## src/rtl/mem_access_unit_if.sv

```systemverilog
// Bundle of the pipeline request/response handshake and the word-memory port
// of mem_access_unit. The slave modport is the unit itself; the master
// modport is the pipeline plus memory that surround it.
interface mem_access_unit_if #(
  parameter int ADDR_W = 32
);
  logic              req_valid;
  logic              req_ready;
  logic [2:0]        req_op;
  logic [ADDR_W-1:0] req_addr;
  logic [31:0]       req_wdata;
  logic              resp_valid;
  logic [31:0]       resp_rdata;
  logic              resp_err;
  logic              MemRead;
  logic              MemWrite;
  logic [ADDR_W-1:0] Address;
  logic [31:0]       WriteData;
  logic [31:0]       ReadData;

  modport slave (
    input  req_valid, req_op, req_addr, req_wdata, ReadData,
    output req_ready, resp_valid, resp_rdata, resp_err,
           MemRead, MemWrite, Address, WriteData
  );

  modport master (
    output req_valid, req_op, req_addr, req_wdata, ReadData,
    input  req_ready, resp_valid, resp_rdata, resp_err,
           MemRead, MemWrite, Address, WriteData
  );
endinterface

```

## src/rtl/mem_access_unit.sv

```systemverilog
// mem_access_unit: load/store unit bridging a pipeline request to a
// word-wide memory. Sub-word loads are extracted and extended; sub-word
// stores are done as read-modify-write (ACCESS reads, MERGE writes).
// Optional feature macro MISALIGN_TRAP_EN: misaligned requests skip the
// memory and complete with resp_err=1. Without it, low address bits that a
// word/halfword op cannot use are simply ignored.
module mem_access_unit #(
  parameter int ADDR_W = 32
) (
  input  logic          clk,
  input  logic          rst,
  mem_access_unit_if.slave bus
);

  typedef enum logic [1:0] {IDLE, ACCESS, MERGE, RESP} state_e;

  typedef enum logic [2:0] {
    OP_LW  = 3'b000,
    OP_LH  = 3'b001,
    OP_LHU = 3'b010,
    OP_LB  = 3'b011,
    OP_LBU = 3'b100,
    OP_SW  = 3'b101,
    OP_SH  = 3'b110,
    OP_SB  = 3'b111
  } op_e;

  state_e            state_q, state_d;
  op_e               op_q;
  logic [ADDR_W-1:0] addr_q;
  logic [31:0]       wdata_q;
  logic [31:0]       word_q;
  logic [31:0]       rdata_q;

  logic              is_load;
  logic              is_sub_store;
  logic              misalign;
  logic [ADDR_W-1:0] word_addr;
  logic [7:0]        lane_byte;
  logic [15:0]       lane_half;
  logic [31:0]       load_ext;
  logic [31:0]       merged;

  assign is_load      = (op_q == OP_LW) || (op_q == OP_LH) || (op_q == OP_LHU) ||
                        (op_q == OP_LB) || (op_q == OP_LBU);
  assign is_sub_store = (op_q == OP_SH) || (op_q == OP_SB);
  assign word_addr    = {addr_q[ADDR_W-1:2], 2'b00};

`ifdef MISALIGN_TRAP_EN
  logic err_q;

  assign misalign = (((op_q == OP_LW) || (op_q == OP_SW)) && (addr_q[1:0] != 2'b00)) ||
                    (((op_q == OP_LH) || (op_q == OP_LHU) || (op_q == OP_SH)) && addr_q[0]);
  assign bus.resp_err = (state_q == RESP) && err_q;

  // Misalignment flag, decided once the request is in ACCESS
  always_ff @(posedge clk or posedge rst) begin
    if (rst) begin
      err_q <= 1'b0;
    end else if (state_q == ACCESS) begin
      err_q <= misalign;
    end
  end
`else
  assign misalign     = 1'b0;
  assign bus.resp_err = 1'b0;
`endif

  // Select the addressed lane of the memory word and extend it per op
  always_comb begin
    lane_byte = bus.ReadData[7:0];
    case (addr_q[1:0])
      2'd1:    lane_byte = bus.ReadData[15:8];
      2'd2:    lane_byte = bus.ReadData[23:16];
      2'd3:    lane_byte = bus.ReadData[31:24];
      default: lane_byte = bus.ReadData[7:0];
    endcase
    lane_half = addr_q[1] ? bus.ReadData[31:16] : bus.ReadData[15:0];
    load_ext  = '0;
    case (op_q)
      OP_LW:   load_ext = bus.ReadData;
      OP_LH:   load_ext = {{16{lane_half[15]}}, lane_half};
      OP_LHU:  load_ext = {16'h0000, lane_half};
      OP_LB:   load_ext = {{24{lane_byte[7]}}, lane_byte};
      OP_LBU:  load_ext = {24'h000000, lane_byte};
      default: load_ext = '0;
    endcase
  end

  // Replace the addressed byte/halfword of the old word with the store data
  always_comb begin
    merged = word_q;
    if (op_q == OP_SB) begin
      case (addr_q[1:0])
        2'd1:    merged[15:8]  = wdata_q[7:0];
        2'd2:    merged[23:16] = wdata_q[7:0];
        2'd3:    merged[31:24] = wdata_q[7:0];
        default: merged[7:0]   = wdata_q[7:0];
      endcase
    end else if (op_q == OP_SH) begin
      if (addr_q[1]) begin
        merged[31:16] = wdata_q[15:0];
      end else begin
        merged[15:0] = wdata_q[15:0];
      end
    end
  end

  // State register; reset aborts any access in flight
  always_ff @(posedge clk or posedge rst) begin
    if (rst) begin
      state_q <= IDLE;
    end else begin
      state_q <= state_d;
    end
  end

  // Request latch, old-word capture and load result capture
  always_ff @(posedge clk or posedge rst) begin
    if (rst) begin
      op_q    <= OP_LW;
      addr_q  <= '0;
      wdata_q <= '0;
      word_q  <= '0;
      rdata_q <= '0;
    end else begin
      if ((state_q == IDLE) && bus.req_valid) begin
        op_q    <= op_e'(bus.req_op);
        addr_q  <= bus.req_addr;
        wdata_q <= bus.req_wdata;
        rdata_q <= '0;
      end
      if (state_q == ACCESS) begin
        if (is_sub_store) begin
          word_q <= bus.ReadData;
        end
        rdata_q <= (is_load && !misalign) ? load_ext : '0;
      end
    end
  end

  // Next-state and Moore output decode from state and latched request only
  always_comb begin
    state_d        = state_q;
    bus.req_ready  = 1'b0;
    bus.resp_valid = 1'b0;
    bus.MemRead    = 1'b0;
    bus.MemWrite   = 1'b0;
    bus.Address    = '0;
    bus.WriteData  = '0;
    case (state_q)
      IDLE: begin
        bus.req_ready = 1'b1;
        if (bus.req_valid) begin
          state_d = ACCESS;
        end
      end
      ACCESS: begin
        if (misalign) begin
          state_d = RESP;
        end else begin
          bus.Address = word_addr;
          if (is_load) begin
            bus.MemRead = 1'b1;
            state_d     = RESP;
          end else if (op_q == OP_SW) begin
            bus.MemWrite  = 1'b1;
            bus.WriteData = wdata_q;
            state_d       = RESP;
          end else begin
            bus.MemRead = 1'b1;
            state_d     = MERGE;
          end
        end
      end
      MERGE: begin
        bus.Address   = word_addr;
        bus.MemWrite  = 1'b1;
        bus.WriteData = merged;
        state_d       = RESP;
      end
      RESP: begin
        bus.resp_valid = 1'b1;
        state_d        = IDLE;
      end
      default: state_d = IDLE;
    endcase
  end

  assign bus.resp_rdata = (state_q == RESP) ? rdata_q : '0;

endmodule

```

## src/flat_wrapper.sv

```systemverilog
// flat-port wrapper written by rule: the top's interface ports become plain ports
module mem_access_unit_flat 
#(
  parameter int ADDR_W = 32
)
  (clk, rst, bus_req_valid, bus_req_op, bus_req_addr, bus_req_wdata, bus_ReadData, bus_req_ready, bus_resp_valid, bus_resp_rdata, bus_resp_err, bus_MemRead, bus_MemWrite, bus_Address, bus_WriteData);
  mem_access_unit_if #(.ADDR_W(ADDR_W)) bus_i ();
  input  logic clk;
  input  logic rst;
  input wire logic [$bits(bus_i.req_valid)-1:0] bus_req_valid;
  input wire logic [$bits(bus_i.req_op)-1:0] bus_req_op;
  input wire logic [$bits(bus_i.req_addr)-1:0] bus_req_addr;
  input wire logic [$bits(bus_i.req_wdata)-1:0] bus_req_wdata;
  input wire logic [$bits(bus_i.ReadData)-1:0] bus_ReadData;
  output wire logic [$bits(bus_i.req_ready)-1:0] bus_req_ready;
  output wire logic [$bits(bus_i.resp_valid)-1:0] bus_resp_valid;
  output wire logic [$bits(bus_i.resp_rdata)-1:0] bus_resp_rdata;
  output wire logic [$bits(bus_i.resp_err)-1:0] bus_resp_err;
  output wire logic [$bits(bus_i.MemRead)-1:0] bus_MemRead;
  output wire logic [$bits(bus_i.MemWrite)-1:0] bus_MemWrite;
  output wire logic [$bits(bus_i.Address)-1:0] bus_Address;
  output wire logic [$bits(bus_i.WriteData)-1:0] bus_WriteData;
  assign bus_i.req_valid = bus_req_valid;
  assign bus_i.req_op = bus_req_op;
  assign bus_i.req_addr = bus_req_addr;
  assign bus_i.req_wdata = bus_req_wdata;
  assign bus_i.ReadData = bus_ReadData;
  assign bus_req_ready = bus_i.req_ready;
  assign bus_resp_valid = bus_i.resp_valid;
  assign bus_resp_rdata = bus_i.resp_rdata;
  assign bus_resp_err = bus_i.resp_err;
  assign bus_MemRead = bus_i.MemRead;
  assign bus_MemWrite = bus_i.MemWrite;
  assign bus_Address = bus_i.Address;
  assign bus_WriteData = bus_i.WriteData;
  mem_access_unit #(.ADDR_W(ADDR_W)) u_core (.clk(clk), .rst(rst), .bus(bus_i));
endmodule
```

## config.mk

```make
export PLATFORM = sky130hd
export DESIGN_NAME = mem_access_unit_flat
export DESIGN_NICKNAME = d
export VERILOG_FILES = /design/src/rtl/mem_access_unit_if.sv /design/src/rtl/mem_access_unit.sv /design/src/flat_wrapper.sv
export SDC_FILE = /design/constraint.sdc
export NUM_CORES = 1
export LEC_CHECK = 0
export BUFFER_PORTS_ARGS = -buffer_cell sky130_fd_sc_hd__buf_4
export CAP_MARGIN = 20
export CORE_MARGIN = 3
export CORE_UTILIZATION = 57
export DETAILED_ROUTE_END_ITERATION = 10
export MAX_ROUTING_LAYER = met4
export PLACE_DENSITY = 0.88
export REMOVE_ABC_BUFFERS = 1
export SYNTH_ARGS = -nofsm -noshare
export SYNTH_HDL_FRONTEND = slang
export SYNTH_SLANG_ARGS = --single-unit
```

## constraint.sdc

```tcl
create_clock -name clk -period 8.4 [get_ports clk]
set_input_delay 0.42 -clock clk [delete_from_list [all_inputs] [get_ports clk]]
set_output_delay 0.42 -clock clk [all_outputs]
set_load 0.005 [all_outputs]
```

==> impl_summary.txt, run 1 <==
----------------------------------------------------
[Placement]
  Cell area after placement ... 8600 µm²
  Final RePlAce weighted congestion ... about 0.89
  Placed instance count ... 934
  Count of buffers from port buffering ... around 200
  Final HPWL from detailed placement ... approximately 14 mm
  Pre-CTS setup slack ... 5.01 ns

[Logic synthesis]
  Post-synthesis sequential area ratio ... 47.0%
  Ys flop type ... dfrtp_1
  Combinational family with the most area after synthesis ... multiplexers
  Synth Area in XOR/XNOR ... less than 1%
  Post-synthesis instance area ... approximately 7000 µm²
  Async set or reset register ratio after synthesis ... 100%
  Distinct cell type count after synthesis ... 50
  Arithmetic-cell share of the synthesized area counting full adders, half adders and majority gates ... less than 1%
  Synth Instances ... ~610
  Flip-flop and latch count after synthesis ... between 100 and 150
  Number of warnings issued by yosys ... 0
  Share of the synthesized area in compound gates (AO/OA/AOI/OAI) ... 14.3%
  Count of flip-flops with a built-in enable after synthesis ... 0
  Simple-gate share of the synthesized area ... between 10 and 15%
  Mux contribution to synthesized area ... 22.8%
  Mapped Avg Cell Area ... between 10 and 15 µm²

[STA]
  RSZ-0062 raised after global routing ... no
  Worst hold margin ... 0.105 ns
  Setup Total Neg Slack ... 0 ns
  Number of setup violations in the final report ... 0
  Clk_skew ... about 0.0042 ns
  Worst Setup Slack, final ... between 4 and 5 ns
  Max-slew violation total from the final report ... 0
  Headroom to the max-slew limit ... 27.6%
  Transition time at the pin with the least slew margin ... 1.08 ns
  Period utilisation layout ... between 40% and 50%
  Hold Violations, Final ... 0
  Fin crit period ... 3.52 ns
  Peak Freq ... ~280 MHz

[Power]
  Pwr/cell area ... approximately 400 nW/µm²
  Total chip power ... between 3 and 4 mW
  VDD IR max ... between 0.2 and 0.25 mV
  Leakage power ... roughly 4.3 nW

[Route]
  WL final ... about 20 mm
  Wire length per cell ... about 21 µm
  First-pass iteration count of the detailed router ... 5
  Total number of vias ... roughly 6000
  Drt initial violations ... approximately 600
  Avg Vias per Cell ... between 6 and 7
  DRC Markers ... 0
  ANT nets after route ... 0

[CTS]
  CTS HTree Levels ... 4
  Insertion delay to the later sink of the worst-skew pair ... around 0.42 ns
  Library cell used as clock root buffer ... clkbuf_16
  Number of gates resized after CTS ... 0
  Total of hold buffers inserted after clock tree synthesis ... 0
  Clock-pin slew on the worst setup and hold paths ... ~0.06 ns
  TritonCTS Sinks ... 133
  Number of clock buffers inserted by TritonCTS ... 17
  CTS tree ... yes
  Clock buffer depth ... 2
  Count of buffers added by post-CTS timing repair for setup ... 0

[Global routing]
  Number of global-route vias before repair ... just over 6000
  Antenna violations before repair ... 0
  Total routing usage reported by global routing ... slightly above 30%
  First-pass GRT wire length ... between 30 and 40 mm
  Maximum number of pins on one net before global-route repair ... a little over 80
  Remaining global-route overflow ... 0

[Setup path]
  Arrival time at the worst endpoint ... ~3.1 ns
  CP Data Required Time ... approximately 8.0 ns
  Maximum net fanout on the critical path ... 26
  Category of the most critical setup path ... reg -> out
  Number of cells on the worst reg-to-reg path ... 5
  Worst Setup End Kind ... output port
  Startpoint kind of the worst setup timing path ... flop

[Layout]
  Area of all placed cells without fillers ... 9270 µm²
  Area delta synth->final ... 31.0%
  Share of final-layout standard cells stronger than drive strength 1 ... 44.4%
  N_diodes ... 0
  Final net count ... 893
  Final core utilization ... 76.9%
  Count of placed standard cells in the final layout, fillers left out ... between 900 and 1000
  Number of fillers in the final layout ... slightly below 800

[Min path]
  Type of the most critical hold path ... in -> async

[Floorplanning]
  Effective utilization at floorplan ... between 50 and 60%
  Top Ports ... around 200
  Floorplan die height ... between 100 and 150 µm
  Total Die Area ... between 10000 and 15000 µm²
  DIE WIDTH ... approximately 120 µm
  Total number of placement rows ... 40
  Core region area ... about 12000 µm²

[Job]
  Max-cap violations ... 0

[Outcome]
  Status ... finished clean

----------------------------------------------------
==> cell families after synthesis <==
logic type,after synthesis
flip-flops,133
buffers and inverters,55
other,1
AND/OR/NAND/NOR,144
adder cells (fa/ha/maj),5
multiplexers,135
XOR/XNOR,1
AO/OA/AOI/OAI,134
==> flip-flops by register name, summed over array words and instances (netlist names) <==
signal / flops
u_core.addr_q: 32
u_core.op_q: 3
u_core.rdata_q: 32
u_core.state_q: 2
u_core.wdata_q: 32
u_core.word_q: 32
==> cells in the mapped netlist (2+ instances only) <==
cell	n	area share (%)
dfrtp_1	133	47
mux2_2	103	16
and2_1	70	6.2
nand2_1	51	2.7
a22oi_1	28	3.0
clkbuf_1	24	1.3
o2bb2ai_1	21	2.6
o21ai_0	20	1.4
mux2i_1	18	2.5
a21oi_1	16	1.1
a221o_1	16	2.3
buf_2	16	1.1
o211ai_1	9	0.95
a222oi_1	8	1.1
a22o_1	6	0.74
buf_4	5	0.53
inv_1	5	0.27
mux2_1	5	0.80
mux4_2	5	1.6
and3_1	4	0.35
ha_1	4	0.71
mux4_1	4	1.5
buf_6	3	0.48
nand2b_1	3	0.27
nor3_1	3	0.21
nand3_1	2	0.14
nor2b_1	2	0.18
o21ai_1	2	0.14
==> worst max-delay path, cell delays in order, from the launching register on <==
cell       delay, ns
dfrtp_1         0.90
and4b_1         0.47
and2_1          0.49
a31o_2          0.45
o2bb2ai_1       0.20
buf_4           0.17
==> final timing paths <==
check,from,endpoint,slack (ns)
max,u_core.op_q[0]$_DFFE_PP0P_,bus_WriteData[5],4.88
min,rst,u_core.addr_q[7]$_DFFE_PP0P_,0.11
max reg2reg,u_core.state_q[1]$_DFFE_PP0P_,u_core.rdata_q[27]$_DFFE_PP0P_,5.97
min reg2reg,u_core.addr_q[24]$_DFFE_PP0P_,u_core.addr_q[24]$_DFFE_PP0P_,0.49
max in group asynchronous,rst,u_core.word_q[18]$_DFFE_PP0P_,7.24
min in group clk,bus_req_addr[12],u_core.addr_q[12]$_DFFE_PP0P_,0.23
==> placed cells by master, fill, tap and decap left out, types with 2 or more instances in the layout <==
cell       instances
a222oi_1           8
mux4_2             5
nor2b_1            2
o211ai_1           9
buf_4            205
buf_16             2
nand2_1           50
o21ai_0           20
mux4_1             4
mux2_1             5
nor3_1             3
o21ai_1            2
a21oi_1           15
bufinv_16          3
nand3_1            2
clkbuf_16         17
and3_1             4
dfrtp_1          133
o2bb2ai_1         21
a22o_1             6
nand2_2            2
ha_1               4
clkbuf_8           5
inv_1              4
a221o_1           16
and2_1            70
nand2b_1           3
clkinv_2           5
conb_1             3
a22oi_1           28
mux2i_1           18
mux2_2           103
==> report_power, final <==
| group | switching (mW) | total, mW | internal (mW) |
|---|---|---|---|
| Sequential | 0.302 | 1.25 | 0.944 |
| Clock | 0.267 | 0.770 | 0.503 |
| Combinational | 0.791 | 1.72 | 0.925 |
| Total | 1.36 | 3.73 | 2.37 |
==> area by class of cell <==
cell class / count / area [µm²] / area share [%]
Clock buffer: 23 / 498 / 5.37
Clock inverter: 9 / 123 / 1.32
Inverter: 6 / 25.0 / 0.270
Multi-Input combinational cell: 422 / 3490 / 37.7
Sequential cell: 133 / 3330 / 35.9
Tap cell: 168 / 210 / 2.27
Timing Repair Buffer: 207 / 1590 / 17.2
==> routing by layer <==
metal,vias up,global-route usage [%],wire length (µm)
met5,-,-,0
met4,0,11.1,643
met3,64,7.81,1840
met2,378,48.7,9640
met1,2927,38.8,8200
li1,2609,-,-
Power figures use the tool's default switching activity.
==> inputs of run 2 (changes only) <==
--- a/config.mk
+++ b/config.mk
@@ -5,13 +5,14 @@
 export SDC_FILE = /design/constraint.sdc
 export NUM_CORES = 1
 export LEC_CHECK = 0
+export ABC_AREA = 1
 export BUFFER_PORTS_ARGS = -buffer_cell sky130_fd_sc_hd__buf_4
 export CAP_MARGIN = 20
 export CORE_MARGIN = 3
-export CORE_UTILIZATION = 57
+export CORE_UTILIZATION = 55
 export DETAILED_ROUTE_END_ITERATION = 10
 export MAX_ROUTING_LAYER = met4
-export PLACE_DENSITY = 0.88
+export PLACE_DENSITY = 0.84
 export REMOVE_ABC_BUFFERS = 1
 export SYNTH_ARGS = -nofsm -noshare
 export SYNTH_HDL_FRONTEND = slang
==> constraint.sdc (replaced) <==
create_clock -name clk -period 3.68 [get_ports clk]
set_input_delay 0.184 -clock clk [delete_from_list [all_inputs] [get_ports clk]]
set_output_delay 0.184 -clock clk [all_outputs]
set_load 0.005 [all_outputs]
==> run 2 against run 1 <==
  * Register-to-register slack worse by 4.8 ns
  * Area after synthesis grew 18%
  * First-iteration DRC count increased by 88%
  * Cell count rose by 79%
  * Count of clock-buffer cells in the layout fell by 4
  * Wire length is 35% higher
  * Setup slack worse by 4.2 ns
  * Clock skew grew 0.0042 ns
  * Total power grew to 2.6 times the previous value
  * Clock power grew 130%
  * Non-clock buffer count up 72
  * Critical path type unchanged
==> impl_summary.txt, run 2 <==
----------------------------------------------------
[Outcome]
  Status ... finished clean

[Layout]
  Final net count ... roughly 1600
  Share of final-layout standard cells stronger than drive strength 1 ... 17.6%
  Area delta synth->final ... 33.0%
  Count of placed standard cells in the final layout, fillers left out ... approximately 1700
  Number of fillers in the final layout ... approximately 1200
  Commonest cells after routing, fill and taps aside ... nand2_1 (622), buf_4 (213), inv_1 (141), dfrtp_1 (132), nand3_1 (79)
  Area of all placed cells without fillers ... roughly 11000 µm²
  Commonest non-fill, non-tap cell in the layout ... nand2_1

[Route]
  First-pass iteration count of the detailed router ... 6
  DRC Markers ... 0
  Total number of vias ... approximately 9500
  Drt initial violations ... ~1100
  Avg Vias per Cell ... about 5.5
  Wire length per cell ... 15.8 µm
  ANT nets after route ... 0
  WL final ... between 20 and 30 mm

[Setup path]
  Arrival time at the worst endpoint ... approximately 2.9 ns
  CP Data Required Time ... 3.50 ns
  Number of cells on the worst reg-to-reg path ... 8
  Maximum net fanout on the critical path ... 26
  Category of the most critical setup path ... reg -> out
  Worst Setup End Kind ... output port
  Flop-to-flop setup slack ... between 1 and 1.5 ns
  Terminus of the critical flop-to-flop path ... u_core.rdata_q[14]$_DFFE_PP0P_
  Worst reg2reg path startpoint ... u_core.addr_q[1]$_DFFE_PP0P_
  Startpoint kind of the worst setup timing path ... flop

[Placement]
  Placed instance count ... about 1600
  Final HPWL from detailed placement ... about 17 mm
  Cell area after placement ... 9840 µm²
  Count of buffers from port buffering ... just under 200
  Final RePlAce weighted congestion ... 0.900

[STA]
  Headroom to the max-slew limit ... 41.2%
  Clk_skew ... between 0.008 and 0.009 ns
  Fin crit period ... a little over 3 ns
  Peak Freq ... 329 MHz
  RSZ-0062 raised after global routing ... no
  Setup Total Neg Slack ... 0 ns
  Max-slew violation total from the final report ... 0
  Worst hold margin ... ~0.00092 ns
  Hold Violations, Final ... 0
  Period utilisation layout ... between 80% and 90%
  Transition time at the pin with the least slew margin ... between 0.8 and 0.9 ns
  Number of setup violations in the final report ... 0

[Floorplanning]
  Floorplan die height ... 129 µm
  Effective utilization at floorplan ... 57.0%
  DIE WIDTH ... roughly 130 µm
  Total number of placement rows ... 44
  Total Die Area ... between 15000 and 20000 µm²
  Top Ports ... 203
  Core region area ... roughly 15000 µm²

[Global routing]
  First-pass GRT wire length ... 43.3 mm
  Maximum number of pins on one net before global-route repair ... a little under 90
  Antenna violations before repair ... 1
  Number of global-route vias before repair ... around 9000
  Remaining global-route overflow ... 0
  Total routing usage reported by global routing ... between 30% and 40%

[CTS]
  CTS tree ... yes
  Clock buffer depth ... 2
  Insertion delay to the later sink of the worst-skew pair ... between 0.4 and 0.5 ns
  Number of gates resized after CTS ... 0
  CTS HTree Levels ... 4
  Clock-pin slew on the worst setup and hold paths ... around 0.06 ns
  Library cell used as clock root buffer ... clkbuf_16
  TritonCTS Sinks ... 133
  Number of clock buffers inserted by TritonCTS ... 17

[Min path]
  Endpoint, Worst Hold ... u_core.wdata_q[15]$_DFFE_PP0P_
  Source of the worst hold timing path ... bus_req_wdata[15]
  Type of the most critical hold path ... in -> reg
  Worst Hold Depth ... 3

[Logic synthesis]
  Number of warnings issued by yosys ... 0
  Distinct cell type count after synthesis ... 27
  Top-area cell type share of the netlist area ... between 30% and 40%
  Async set or reset register ratio after synthesis ... 100%
  Post-synthesis instance area ... 8380 µm²
  Count of flip-flops with a built-in enable after synthesis ... 0
  Ys flop type ... dfrtp_1
  Biggest area consumer among synthesized cells ... dfrtp_1
  Most frequently used cell type in the post-synthesis netlist ... nand2_1
  Most common library cells after synthesis ... nand2_1 (623), inv_1 (142), dfrtp_1 (133)
  Post-synthesis sequential area ratio ... about two fifths
  Flip-flop and latch count after synthesis ... roughly 130
  Mapped Avg Cell Area ... roughly 6.4 µm²
  Synth Instances ... approximately 1300
  Synth area leaders ... dfrtp_1 (40%), nand2_1 (28%), inv_1 (6.4%)

[Power]
  Leakage power ... 6.43 nW
  Pwr/cell area ... roughly 860 nW/µm²
  Total chip power ... about 9.5 mW
  VDD IR max ... 0.703 mV

[Job]
  Max-cap violations ... 0

----------------------------------------------------
-- run 2: cell count changes in the layout (fill, tap and decap cells not counted), sizes merged, moves of 37 or more --
cell         previous run  this run
a21oi                  16        53
and2                   70         0
dlygate4sd3             0        62
inv                     6       148
mux2                  108         0
nand2                  52       626
nand3                   2        80
nor2                    2        76
o21ai                  22        88
-- run 2: worst max-delay path by stage --
stage | start | to | slack (ns) | depth (start not counted)
3_3_place_gp | u_core.addr_q[1]$_DFFE_PP0P_ | bus_WriteData[10] | 1.23 | 8
5_1_grt | u_core.addr_q[1]$_DFFE_PP0P_ | bus_WriteData[11] | 0.48 | 8
6_report | u_core.addr_q[1]$_DFFE_PP0P_ | bus_WriteData[13] | 0.64 | 8
2_1_floorplan | rst | u_core.addr_q[0]$_DFFE_PP0P_ | -0.06 | 1
3_5_place_dp | u_core.op_q[1]$_DFFE_PP0P_ | bus_WriteData[18] | 1.19 | 8
4_1_cts | u_core.addr_q[1]$_DFFE_PP0P_ | bus_WriteData[10] | 0.72 | 8
-- run 2: cells by family (layout without fill, tap and decap cells) --
logic type	Yosys count	count (layout)	share of synthesized area [%]
AND/OR/NAND/NOR	784	784	36.9
buffers and inverters	228	459	11.5
AO/OA/AOI/OAI	169	169	11.2
flip-flops	133	133	39.7
adder cells (fa/ha/maj)	4	4	0.597
other	1	4	0.0447
-- run 2: per-layer routing --
metal	GRT usage (%)	wire [µm]	vias to the layer above
met1	41.6	10600	4374
met5	-	0	-
met2	53.9	13000	574
met3	6.31	2640	110
li1	-	-	4474
met4	13.4	1130	0
-- run 2: power breakdown --
group	leakage, nW	internal (mW)	total (mW)	switching (mW)
clock	0.289	1.13	1.79	0.657
combinational	4.50	1.90	5.04	3.14
sequential	1.64	2.15	2.72	0.563
-- run 2: through the flow --
step / setup slack [ns] / utilization (%)
after floorplan: -0.0584 / -
after global placement: 1.23 / 66.8
after detailed placement: 1.19 / 66.9
after CTS: 0.722 / 75.3
after global routing: 0.481 / 75.9
final: 0.637 / 75.9
-- run 2: critical path, stage by stage (launching register included) --
cell     delay, ns
dfrtp_2       0.58
inv_2         0.31
nand2_1       0.40
inv_2         0.42
nor2_1        0.10
o21ai_1       0.14
nand3_1       0.09
a21oi_1       0.23
buf_4         0.16
-- run 2: repair_timing --
item,CTS,global route
endpoints found under the hold margin,143,0
setup buffers,0,0
hold buffers,62,0
-- run 2: area by class of cell --
type                            count  area [µm²]  share of cell area [%]
Sequential cell                   133        3330                    29.9
Clock inverter                     13         183                    1.64
Multi-Input combinational cell    960        4100                    36.8
Tap cell                          184         230                    2.06
Inverter                          148         561                    5.03
Antenna cell                        1        2.50                  0.0224
Clock buffer                       19         433                    3.88
Timing Repair Buffer              279        2310                    20.7
